--- config.mk ---
export PLATFORM = sky130hd
export DESIGN_NAME = rega_multizona_flat
export DESIGN_NICKNAME = d
export VERILOG_FILES = /design/src/rtl/rega_pkg.sv /design/src/rtl/rega_multizona_if.sv /design/src/rtl/rega_tick_gen.sv /design/src/rtl/rega_multizona.sv /design/src/flat_wrapper.sv
export SDC_FILE = /design/constraint.sdc
export NUM_CORES = 1
export LEC_CHECK = 0
export CORE_MARGIN = 5
export CORE_UTILIZATION = 42
export DETAILED_ROUTE_END_ITERATION = 12
export PLACE_DENSITY_LB_ADDON = 0.2
export SLEW_MARGIN = 5
export SYNTH_ARGS = -nofsm -noshare
export SYNTH_HDL_FRONTEND = slang
export SYNTH_HIERARCHICAL = 1
export SYNTH_SLANG_ARGS = --single-unit
--- constraint.sdc ---
create_clock -name Clk -period 5.2 [get_ports Clk]
set_input_delay 0.78 -clock Clk [delete_from_list [all_inputs] [get_ports Clk]]
set_output_delay 0.78 -clock Clk [all_outputs]
set_load 0.02 [all_outputs]
--- src/rtl/rega_pkg.sv ---
// Shared types and constants for the multi-zone irrigation controller.
package rega_pkg;

    typedef enum logic [2:0] {
        ST_IDLE   = 3'd0,
        ST_SELECT = 3'd1,
        ST_WATER  = 3'd2,
        ST_ADUB   = 3'd3,
        ST_LIMP   = 3'd4
    } state_t;

    localparam logic [1:0] NV_EMPTY = 2'b00;
    localparam logic [1:0] NV_LOW   = 2'b01;
    localparam logic [1:0] NV_MID   = 2'b10;
    localparam logic [1:0] NV_FULL  = 2'b11;

    localparam int TIMER_W = 8;

endpackage

--- src/rtl/rega_multizona_if.sv ---
// Sensor inputs and actuator outputs of the irrigation controller.
interface rega_multizona_if #(
    parameter int NZONES = 4
);
    localparam int ZW = (NZONES > 1) ? $clog2(NZONES) : 1;

    logic [NZONES-1:0] Us;
    logic [1:0]        Nv;
    logic              Bs;
    logic              Vs;
    logic              Adub;
    logic [NZONES-1:0] Zv;
    logic [ZW-1:0]     Zone;
    logic              A;
    logic              G;
    logic              Ve;
    logic              Mist;
    logic              Limp;
    logic              Busy;
    logic [7:0]        Rem;

    modport master (
        output Us, Nv, Bs, Vs, Adub,
        input  Zv, Zone, A, G, Ve, Mist, Limp, Busy, Rem
    );

    modport slave (
        input  Us, Nv, Bs, Vs, Adub,
        output Zv, Zone, A, G, Ve, Mist, Limp, Busy, Rem
    );

endinterface

--- src/rtl/rega_tick_gen.sv ---
// Free-running prescaler producing a one-cycle tick every TICK_DIV clocks.
module rega_tick_gen #(
    parameter int TICK_DIV = 50_000_000
) (
    input  logic Clk,
    input  logic Rst,
    output logic tick
);
    localparam int CW = (TICK_DIV > 1) ? $clog2(TICK_DIV) : 1;
    localparam logic [CW-1:0] LAST = CW'(TICK_DIV - 1);

    logic [CW-1:0] cnt_q, cnt_d;

    always_comb begin
        cnt_d = cnt_q + 1'b1;
        if (cnt_q == LAST) begin
            cnt_d = '0;
        end
    end

    always_ff @(posedge Clk) begin
        if (Rst) begin
            cnt_q <= '0;
        end else begin
            cnt_q <= cnt_d;
        end
    end

    assign tick = (cnt_q == LAST);

endmodule

--- src/rtl/rega_multizona.sv ---
// Multi-zone irrigation sequencer: round-robin dry-zone pick, timed watering,
// optional fertilize/flush cycle enabled by MULTIZONA_ADUB_EN.
//
// state  | meaning
// IDLE   | waiting for a dry zone with water available and no rain
// SELECT | latch zone pointer and spray mode, load watering timer
// WATER  | zone valve open, sprinkler (A) or drip (G)
// ADUB   | fertilizer valve and mixer on
// LIMP   | line flush after fertilizing
module rega_multizona
    import rega_pkg::*;
#(
    parameter int NZONES   = 4,
    parameter int TICK_DIV = 50_000_000,
    parameter int WATER_T  = 10,
    parameter int ADUB_T   = 3,
    parameter int LIMP_T   = 2
) (
    input  logic               Clk,
    input  logic               Rst,
    rega_multizona_if.slave    bus
);
    localparam int ZW = (NZONES > 1) ? $clog2(NZONES) : 1;
    localparam logic [TIMER_W-1:0] WATER_LD = TIMER_W'(WATER_T);
    localparam logic [TIMER_W-1:0] ADUB_LD  = TIMER_W'(ADUB_T);
    localparam logic [TIMER_W-1:0] LIMP_LD  = TIMER_W'(LIMP_T);
    localparam logic [TIMER_W-1:0] ONE      = TIMER_W'(1);

    state_t               state_q, state_d;
    logic [ZW-1:0]        zone_q, zone_d;
    logic [ZW-1:0]        ptr_q, ptr_d;
    logic                 mode_a_q, mode_a_d;
    logic [TIMER_W-1:0]   timer_q, timer_d;
    logic                 adub_pend_q;
    logic                 tick;
    logic                 found;
    logic [ZW-1:0]        cand;
    logic                 expire;
    logic                 abort;
    logic                 valve_open;

    rega_tick_gen #(.TICK_DIV(TICK_DIV)) u_tick (
        .Clk  (Clk),
        .Rst  (Rst),
        .tick (tick)
    );

    // Rotating priority search: first dry zone after the last one served.
    always_comb begin
        int idx;
        found = 1'b0;
        cand  = '0;
        idx   = 0;
        for (int i = 1; i <= NZONES; i++) begin
            idx = (int'(ptr_q) + i) % NZONES;
            if (!found && bus.Us[ZW'(idx)]) begin
                found = 1'b1;
                cand  = ZW'(idx);
            end
        end
    end

    // Exit on the tick that would take the timer to zero.
    assign expire = (timer_q == '0) || (tick && timer_q == ONE);
    assign abort  = (bus.Nv == NV_EMPTY) || bus.Bs;

`ifdef MULTIZONA_ADUB_EN
    logic adub_pend_d;

    always_comb begin
        adub_pend_d = adub_pend_q;
        if (state_q == ST_LIMP && expire) begin
            adub_pend_d = 1'b0;
        end
        if (bus.Adub) begin
            adub_pend_d = 1'b1;
        end
    end

    always_ff @(posedge Clk) begin
        if (Rst) begin
            adub_pend_q <= 1'b0;
        end else begin
            adub_pend_q <= adub_pend_d;
        end
    end
`else
    logic unused_adub;
    assign unused_adub = bus.Adub;
    assign adub_pend_q = 1'b0;
`endif

    always_comb begin
        state_d  = state_q;
        zone_d   = zone_q;
        ptr_d    = ptr_q;
        mode_a_d = mode_a_q;
        timer_d  = timer_q;
        if (tick && timer_q != '0) begin
            timer_d = timer_q - ONE;
        end
        unique case (state_q)
            ST_IDLE: begin
                if (found && bus.Nv != NV_EMPTY && !bus.Bs) begin
                    state_d = ST_SELECT;
                    zone_d  = cand;
                end
            end
            ST_SELECT: begin
                ptr_d    = zone_q;
                mode_a_d = !bus.Vs && (bus.Nv >= NV_MID);
                timer_d  = WATER_LD;
                state_d  = ST_WATER;
            end
            ST_WATER: begin
                if (bus.Vs) begin
                    mode_a_d = 1'b0;
                end
                if (abort) begin
                    state_d = ST_IDLE;
                    timer_d = '0;
                end else if (expire) begin
                    if (adub_pend_q) begin
                        state_d = ST_ADUB;
                        timer_d = ADUB_LD;
                    end else begin
                        state_d = ST_IDLE;
                        timer_d = '0;
                    end
                end
            end
            ST_ADUB: begin
                if (bus.Vs) begin
                    mode_a_d = 1'b0;
                end
                if (expire) begin
                    state_d = ST_LIMP;
                    timer_d = LIMP_LD;
                end
            end
            ST_LIMP: begin
                if (expire) begin
                    state_d = ST_IDLE;
                    timer_d = '0;
                end
            end
            default: begin
                state_d = ST_IDLE;
                timer_d = '0;
            end
        endcase
    end

    always_ff @(posedge Clk) begin
        if (Rst) begin
            state_q  <= ST_IDLE;
            zone_q   <= '0;
            ptr_q    <= ZW'(NZONES - 1);
            mode_a_q <= 1'b0;
            timer_q  <= '0;
        end else begin
            state_q  <= state_d;
            zone_q   <= zone_d;
            ptr_q    <= ptr_d;
            mode_a_q <= mode_a_d;
            timer_q  <= timer_d;
        end
    end

    assign valve_open = (state_q == ST_WATER) || (state_q == ST_ADUB) ||
                        (state_q == ST_LIMP);

    always_comb begin
        bus.Zv   = '0;
        if (valve_open) begin
            bus.Zv = NZONES'(1) << zone_q;
        end
        bus.Zone = zone_q;
        bus.A    = ((state_q == ST_WATER) || (state_q == ST_ADUB)) && mode_a_q;
        bus.G    = ((state_q == ST_WATER) || (state_q == ST_ADUB)) && !mode_a_q;
        bus.Ve   = (state_q == ST_ADUB);
        bus.Mist = (state_q == ST_ADUB);
        bus.Limp = (state_q == ST_LIMP);
        bus.Busy = (state_q != ST_IDLE);
        bus.Rem  = timer_q;
    end

endmodule
--- src/flat_wrapper.sv ---
// flat-port wrapper written by rule: the top's interface ports become plain ports
module rega_multizona_flat import rega_pkg::*;
#(
    parameter int NZONES   = 4,
    parameter int TICK_DIV = 50_000_000,
    parameter int WATER_T  = 10,
    parameter int ADUB_T   = 3,
    parameter int LIMP_T   = 2
)
  (Clk, Rst, bus_Us, bus_Nv, bus_Bs, bus_Vs, bus_Adub, bus_Zv, bus_Zone, bus_A, bus_G, bus_Ve, bus_Mist, bus_Limp, bus_Busy, bus_Rem);
  rega_multizona_if #(.NZONES(NZONES)) bus_i ();
  input  logic Clk;
  input  logic Rst;
  input wire logic [$bits(bus_i.Us)-1:0] bus_Us;
  input wire logic [$bits(bus_i.Nv)-1:0] bus_Nv;
  input wire logic [$bits(bus_i.Bs)-1:0] bus_Bs;
  input wire logic [$bits(bus_i.Vs)-1:0] bus_Vs;
  input wire logic [$bits(bus_i.Adub)-1:0] bus_Adub;
  output wire logic [$bits(bus_i.Zv)-1:0] bus_Zv;
  output wire logic [$bits(bus_i.Zone)-1:0] bus_Zone;
  output wire logic [$bits(bus_i.A)-1:0] bus_A;
  output wire logic [$bits(bus_i.G)-1:0] bus_G;
  output wire logic [$bits(bus_i.Ve)-1:0] bus_Ve;
  output wire logic [$bits(bus_i.Mist)-1:0] bus_Mist;
  output wire logic [$bits(bus_i.Limp)-1:0] bus_Limp;
  output wire logic [$bits(bus_i.Busy)-1:0] bus_Busy;
  output wire logic [$bits(bus_i.Rem)-1:0] bus_Rem;
  assign bus_i.Us = bus_Us;
  assign bus_i.Nv = bus_Nv;
  assign bus_i.Bs = bus_Bs;
  assign bus_i.Vs = bus_Vs;
  assign bus_i.Adub = bus_Adub;
  assign bus_Zv = bus_i.Zv;
  assign bus_Zone = bus_i.Zone;
  assign bus_A = bus_i.A;
  assign bus_G = bus_i.G;
  assign bus_Ve = bus_i.Ve;
  assign bus_Mist = bus_i.Mist;
  assign bus_Limp = bus_i.Limp;
  assign bus_Busy = bus_i.Busy;
  assign bus_Rem = bus_i.Rem;
  rega_multizona #(.NZONES(NZONES), .TICK_DIV(TICK_DIV), .WATER_T(WATER_T), .ADUB_T(ADUB_T), .LIMP_T(LIMP_T)) u_core (.Clk(Clk), .Rst(Rst), .bus(bus_i));
endmodule
==> reports/results.txt, run 1 <==
The run finished with clean final reports. Setup repair after global routing left no endpoint under its margin. Setup violations remaining at the end of the flow were counted as 0.

Counting every instance in the synthesized netlist gives 265. Leakage power: 0.866 nW. Detailed placement finished with a half-perimeter wire length of 3.62 mm. The post-layout total power was 0.625 mW. The worst setup path is of the flip-flop to flip-flop kind. Fill cells in the final layout number 524. Dividing the synthesized area by the synthesized cell count gives 8.49 sq um. Summed over all failing endpoints, the final setup total negative slack is 0 ns.

Compared with the post-synthesis result, the final layout area differs by 18.6%. Of all cell types, the one taking the most synthesized area is sky130_fd_sc_hd__dfxtp_1. By area the synthesized netlist is led by sky130_fd_sc_hd__dfxtp_1, sky130_fd_sc_hd__nor2_1, sky130_fd_sc_hd__a21oi_1, sky130_fd_sc_hd__xor2_1, sky130_fd_sc_hd__xnor2_1. The finished cells cover 2670 sq um.

The count of nets left with antenna violations once routing finished came out at 0. Startpoint type of the worst setup path: a flip-flop. The number of maximum-capacitance violations is 0, and the initial antenna violation count is 0. The synthesized netlist occupies a cell area of 2250 sq um. For the utilization after layout, the log shows 51.9%.

In the routed design, unresolved DRC markers number 0. For this design, the CTS-stage hold fixing added 0 buffers. The number of buffers between clock root and the deepest sink was 2. For the worst setup slack after layout, the log shows 1.89 ns. Routability-driven placement finished with a final weighted congestion of 0.785.

The clock tree root driver cell was sky130_fd_sc_hd__clkbuf_8. For the clock skew after layout, the log shows 0.00560 ns. The number of gates resized after cts was 0. The mean number of vias per cell was 5.56; the clock sink total was 42. The later pin in the worst-skew pair is clocked with a latency of 0.29 ns. The core region is 5140 sq um.

The number of endpoints with negative hold slack in the final report was 0; the number of flops mapped to enable cells by yosys was 0. The global route total overflow came out at 0. Most common cell in the synthesized netlist: sky130_fd_sc_hd__dfxtp_1.

The run gives 0 as the max-slew violation count. In the synthesized netlist the async set-or-reset flop fraction comes to 0%. Clock tree synthesis inserted a total of 5 buffers. For the initial detailed-routing violation count, the log shows 90. In this run the power density over the cells is 234 nW/um^2. The most used flip-flop cell after synthesis is sky130_fd_sc_hd__dfxtp_1.

TritonCTS built the clock tree. The final cycle utilization of the critical path was 63.7%; the via count of the routed design was 2,007. VDD sags by at most 0.117 mV. Wires add up to 5.02 mm. Data on the critical path is required at its endpoint by 5.39 ns. The final layout contains 304 nets. By count the netlist is led by sky130_fd_sc_hd__dfxtp_1, sky130_fd_sc_hd__nor2_1, sky130_fd_sc_hd__a21oi_1, sky130_fd_sc_hd__nand2_1, sky130_fd_sc_hd__nor3_1. The total cell area at the placement stage came out at 2580 sq um.

The switching share of power works out to 25.3%. The worst relative slew slack is 30.2%. In this run the biggest area consumer among cell types represents 37.4% of the synthesized area. The sequential element share of the synthesized area is 37.4%, and the pin count of the biggest net entering global routing is 26. Area used by multi-input combinational logic: 1320 sq um. After clock tree synthesis, the clock-pin slew on the worst setup and hold paths is 0.08 ns. The number of nets handed over by synthesis was 279. The internal power contribution was 0.467 mW; the area of all sequential standard cells was 841 sq um.

Timing would allow up to 0.302 GHz. Worst setup timing slack at the placement stage: 1.96 ns. The time the final worst path needs with I/O delays and setup works out to 3.31 ns. In this run, distinct cell masters in the synthesized netlist total 53. The register bit total from synthesis was 42; the horizontal extent of the die was 83.2 um. Of the total power, the clock network draws 34.8%. In this run, the combinational gates consume 11.1% of the power. For the pin with the worst max-slew slack, the measured transition is 1.05 ns. Per report_power, the sequential group accounts for 54.1% of the total. The min-delay analysis places its worst path in the category flip-flop to flip-flop. Count of input and output buffers: 29. Yosys synthesis warning count: 6. For this design the total switching power over the nets is 0.158 mW.

The starting density of the core was 43.8%. The height of the die was 83.2 um. Hold is met by 0.486 ns.

The routed length per instance was 13.9 um. The H-tree was split into 2 levels. The type of destination of the critical path is a flip-flop. The via count of the first global-routing pass is 1,763. The maximum fanout encountered on the critical timing path was 6.

The number of search-and-repair iterations in the first detailed-routing pass is 4. The logs give 6920 sq um for the die footprint and 353 for the post-placement cell count. Non-filler instance count after layout: 361. 31 I/O pins were placed.

The logs give 14.6% for the total routing usage reported by global routing and 26 for the standard-cell row count. The global-route wire length before repair is 8.48 mm. The repair_antennas step left the layout with diodes totalling 0. The tools report the critical path data arrival time as 3.51 ns. The ratio of cells with drive above 1 in the final layout came out at 6.19%. The number of setup buffers added after CTS is 0.
[kinds of logic after synthesis]
logic type	count (synthesis)	share of synthesized area (%)
and+or+nand+nor	123	31.7
AOI/OAI and AO/OA	59	18.4
DFF	42	37.4
buffers and inverters	20	3.78
xor gates and xnor gates	17	6.62
muxes	1	0.445
adders and majority gates	3	1.67
[power groups by stage]
stage,Clock (mW),Sequential (mW),Combinational [mW]
finish,0.217,0.338,0.0694
global route,0.240,0.340,0.0767
CTS,0.225,0.338,0.0696
detailed placement,0,0.346,0.0693
global placement,0,0.346,0.0688
floorplan,0,0.345,0.0421
[critical path, cell delays in order, from the launching register on]
cell,delay [ns]
sky130_fd_sc_hd__dfxtp_1,0.40
sky130_fd_sc_hd__ha_1,0.24
sky130_fd_sc_hd__nand4_1,0.19
sky130_fd_sc_hd__or4b_2,0.73
sky130_fd_sc_hd__nor3_1,0.53
sky130_fd_sc_hd__nand2_1,0.23
sky130_fd_sc_hd__a2111oi_0,0.53
sky130_fd_sc_hd__xnor2_1,0.11
sky130_fd_sc_hd__a211oi_1,0.24
[worst paths after layout]
check / startpoint / endpoint / slack [ns] / cells past startpoint
max: u_core/u_tick/cnt_q[0] / u_core/bus.Rem[4] / 1.89 / 8
max reg2reg: u_core/u_tick/cnt_q[0] / u_core/bus.Rem[4] / 1.89 / 8
min: u_core/u_tick/cnt_q[0] / u_core/u_tick/cnt_q[0] / 0.49 / 1
min reg2reg: u_core/u_tick/cnt_q[0] / u_core/u_tick/cnt_q[0] / 0.49 / 1
[cell usage in the layout (no fill, tap or decap), types with 5 or more instances in the layout]
cell type                         instances
sky130_fd_sc_hd__nor4_1                   5
sky130_fd_sc_hd__nand2_1                 16
sky130_fd_sc_hd__a21oi_1                 18
sky130_fd_sc_hd__clkbuf_8                 6
sky130_fd_sc_hd__or4_1                    6
sky130_fd_sc_hd__dfxtp_1                 42
sky130_fd_sc_hd__clkdlybuf4s50_1         29
sky130_fd_sc_hd__a211oi_1                 5
sky130_fd_sc_hd__or3_1                    6
sky130_fd_sc_hd__nand3_1                 10
sky130_fd_sc_hd__a211o_1                  5
sky130_fd_sc_hd__nor3_1                  11
sky130_fd_sc_hd__o21ai_0                 10
sky130_fd_sc_hd__nand2b_1                 5
sky130_fd_sc_hd__nor2_1                  27
sky130_fd_sc_hd__xor2_1                   9
sky130_fd_sc_hd__inv_1                    9
sky130_fd_sc_hd__xnor2_1                  8
sky130_fd_sc_hd__nand4_1                  8
[sequential cells by signal (all words and copies together) (netlist names)]
| register | count |
|---|---|
| u_core/u_tick/cnt_q | 26 |
| u_core/bus.Rem | 8 |
| u_core/state_q | 3 |
| u_core/bus.Zone | 2 |
| u_core/ptr_q | 2 |
| u_core/mode_a_q | 1 |
[layer usage]
metal  global-route usage (%)  part of all wire (%)  up-vias
met2                     22.2                    45       40
met5                        0                     0        -
met3                     3.47                   4.1        6
li1                         -                     -     1045
met1                     20.2                    50      916
met4                     4.90                   1.0        0
[cell type report]
| class | count | share of cell area [%] |
|---|---|---|
| Multi-Input combinational cell | 203 | 49.6 |
| Sequential cell | 42 | 31.5 |
| Timing Repair Buffer | 29 | 10.9 |
| Tap cell | 70 | 3.28 |
| Clock buffer | 7 | 3.24 |
| Inverter | 9 | 1.27 |
| Clock inverter | 1 | 0.188 |
No activity file was read; power rests on OpenSTA's default activity.
==> run 2: changes to the inputs <==
clock period = 3.5 ns   (was 5.2 ns; I/O delays follow)
==> reports/results.txt, run 2 (synthesis results as in run 1) <==
The run finished with clean final reports. For this run, design rule violations remaining after detail routing come to 0. The number of setup violations in the final report is 0, and the global-route wire length before repair is 8.72 mm. Entering global routing, the biggest net connects 26 pins. The via count of the first global-routing pass was 1,840.

The clock skew after layout was 0.00507 ns; the buffering stage count on the worst path with inverters included was 1. Fill cells in the final layout number 535. The run gives 26 as the standard-cell row count. Most common cell after layout, fill and taps aside: sky130_fd_sc_hd__dfxtp_1. TritonCTS built the clock tree. The HPWL after detailed placement is 3.64 mm.

For this run, the share of the core covered by cells in the final layout is 52.3%. The area growth from synthesis to layout is 19.6%. The repair_antennas step left the layout with diodes totalling 0. STA classifies the critical path startpoint as a flip-flop. Once placement finished, the instance area stood at 2600 sq um. The type of destination of the critical path is a flip-flop. The non-filler instance count after layout came out at 364. The floorplan step defined a core boundary enclosing 5140 sq um. The run gives 43.8% as the starting density of the core. The critical path is of the flip-flop to flip-flop type.

For flop-to-flop paths, the worst setup slack is 0.53 ns. The signal on the critical path passes through ha_1 -> nand4_1 -> or4b_2 -> nor3_1 -> buf_4 -> a21oi_1 -> nand3b_1 -> o21ai_0 -> a221oi_1. Mean number of vias per cell: 5.56. At the pin with the least slew margin, the transition time is 0.812 ns.

The number of hold buffers added after CTS was 0. The number of setup buffers added after CTS came out at 0. Summing over every cut layer, the via total after detailed routing is 2,025. The initial antenna violation count was 0; the cell area after layout was 2690 sq um. The min-delay analysis places its worst path in the category flip-flop to flip-flop.

The power density over the cells was 345 nW/um^2; the global placer's final weighted congestion was 0.802. The clock reaches the later pin of the worst-skew pair after 0.29 ns. For the wire length after detailed routing, the log shows 5.07 mm.

In this run the tightest slew margin relative to its limit is 45.3%. Counting the buffers created by CTS gives 5. Before antenna repair, the detailed router went through 4 iterations.

The max-slew violation count came out at 0. The clock tree root driver cell is sky130_fd_sc_hd__clkbuf_8. The number of buffers between clock root and the deepest sink was 2; the worst slack on hold paths was 0.493 ns. For the maximum frequency from static timing analysis, the log shows 0.337 GHz. More flip-flops sit in one register than any other, and that register is u_core/u_tick/cnt_q. The net count of the finished layout is 307. Counting tap cells, the placed design contains a total of 356 instances.

The tools report the critical path data arrival time as 3.10 ns. After clock tree synthesis, the repair step resized 0 gates. The number of flip-flops in the largest register is 26, and the time the final worst path needs with I/O delays and setup is 2.97 ns.

The library cells used most frequently in the layout, excluding fill and tap cells, are sky130_fd_sc_hd__dfxtp_1, sky130_fd_sc_hd__clkdlybuf4s50_1, sky130_fd_sc_hd__nor2_1. In this run, the number of DRC markers left after iteration 0 of detailed routing was 70. From left edge to right edge, the die measures 83.2 um.

The maximum fanout encountered on the critical timing path was 6; the number of H-tree levels was 2. The die covers 6920 sq um. The clock drives 42 sinks. The run gives 0 as the number of endpoints with negative hold slack in the final report. Dividing the detail-routed wire length by the instance count gives 13.9 um. Clock-pin slew on the worst setup and hold paths: 0.08 ns. The worst-case IR drop observed on VDD is 0.179 mV.

Of the cells placed in the final design, the portion with a size suffix greater than 1 is 7.14%. The total routing usage reported by global routing came out at 14.9%. Dividing the final minimum period by the clock period gives 84.8%. For the worst setup path, the data required time is 3.64 ns. Once detail routing completed, the nets flagged for antenna violations numbered 0. The number of maximum-capacitance violations is 0. The floorplan step set the die height to 83.2 um.

The largest incremental delay on the critical path works out to 0.73 ns. The count of input and output buffers works out to 29. The kind of cell with the highest combined delay along the critical path is simple AND/OR/NAND/NOR gates.

Summed over all layers, the global routing overflow is 0. Setup repair after global routing left no endpoint under its margin. For the final routed database, the setup TNS stands at 0 ns.

For this design the static power due to leakage is 0.881 nW. On the critical path, the stage with the largest delay is an instance of sky130_fd_sc_hd__or4b_2. During I/O placement, the number of pins put on the boundary was 31.
-- run 2: cell types whose count changed in the layout (fill, tap and decap cells not counted) --
cell	before	now
sky130_fd_sc_hd__buf_4	0	3
-- run 2: where the power goes --
part	leakage, nW	internal [mW]	switching, mW
combinational	0.493	0.0474	0.0577
clock	0.0482	0.159	0.162
sequential	0.340	0.488	0.0146
-- run 2: final cells by class --
type	instances	area [sq um]	area share, %
clock buffer	7	86.3	3.21
clock inverter	1	5.00	0.186
inverter	9	33.8	1.26
multi-input combinational	203	1320	49.2
sequential	42	841	31.3
tap	70	87.6	3.26
timing repair buffer	32	313	11.6
-- run 2: layer usage --
layer  part of all wire, %  wire (um)  GRT usage, %  vias to the layer above
met5                     0          0             0                        -
met1                    50       2550          20.1                      947
met4                  0.95         48          3.57                        0
met2                    46       2330          23.9                       26
li1                      -          -             -                     1046
met3                   2.8        140          3.76                        6
-- run 2: metrics by stage --
stage | setup slack [ns] | power, mW
global placement | 0.588 | 0.617
global route | 0.364 | 0.976
floorplan | 0.683 | 0.576
detailed placement | 0.561 | 0.618
CTS | 0.531 | 0.941
finish | 0.534 | 0.929
-- run 2: worst paths after layout --
| path | start | end | cells past startpoint |
|---|---|---|---|
| worst min register to register | u_core/u_tick/cnt_q[0] | u_core/u_tick/cnt_q[0] | 1 |
| worst min-delay path | u_core/u_tick/cnt_q[0] | u_core/u_tick/cnt_q[0] | 1 |
| worst max-delay path | u_core/u_tick/cnt_q[0] | u_core/bus.Rem[5] | 9 |
| worst max register to register | u_core/u_tick/cnt_q[0] | u_core/bus.Rem[5] | 9 |
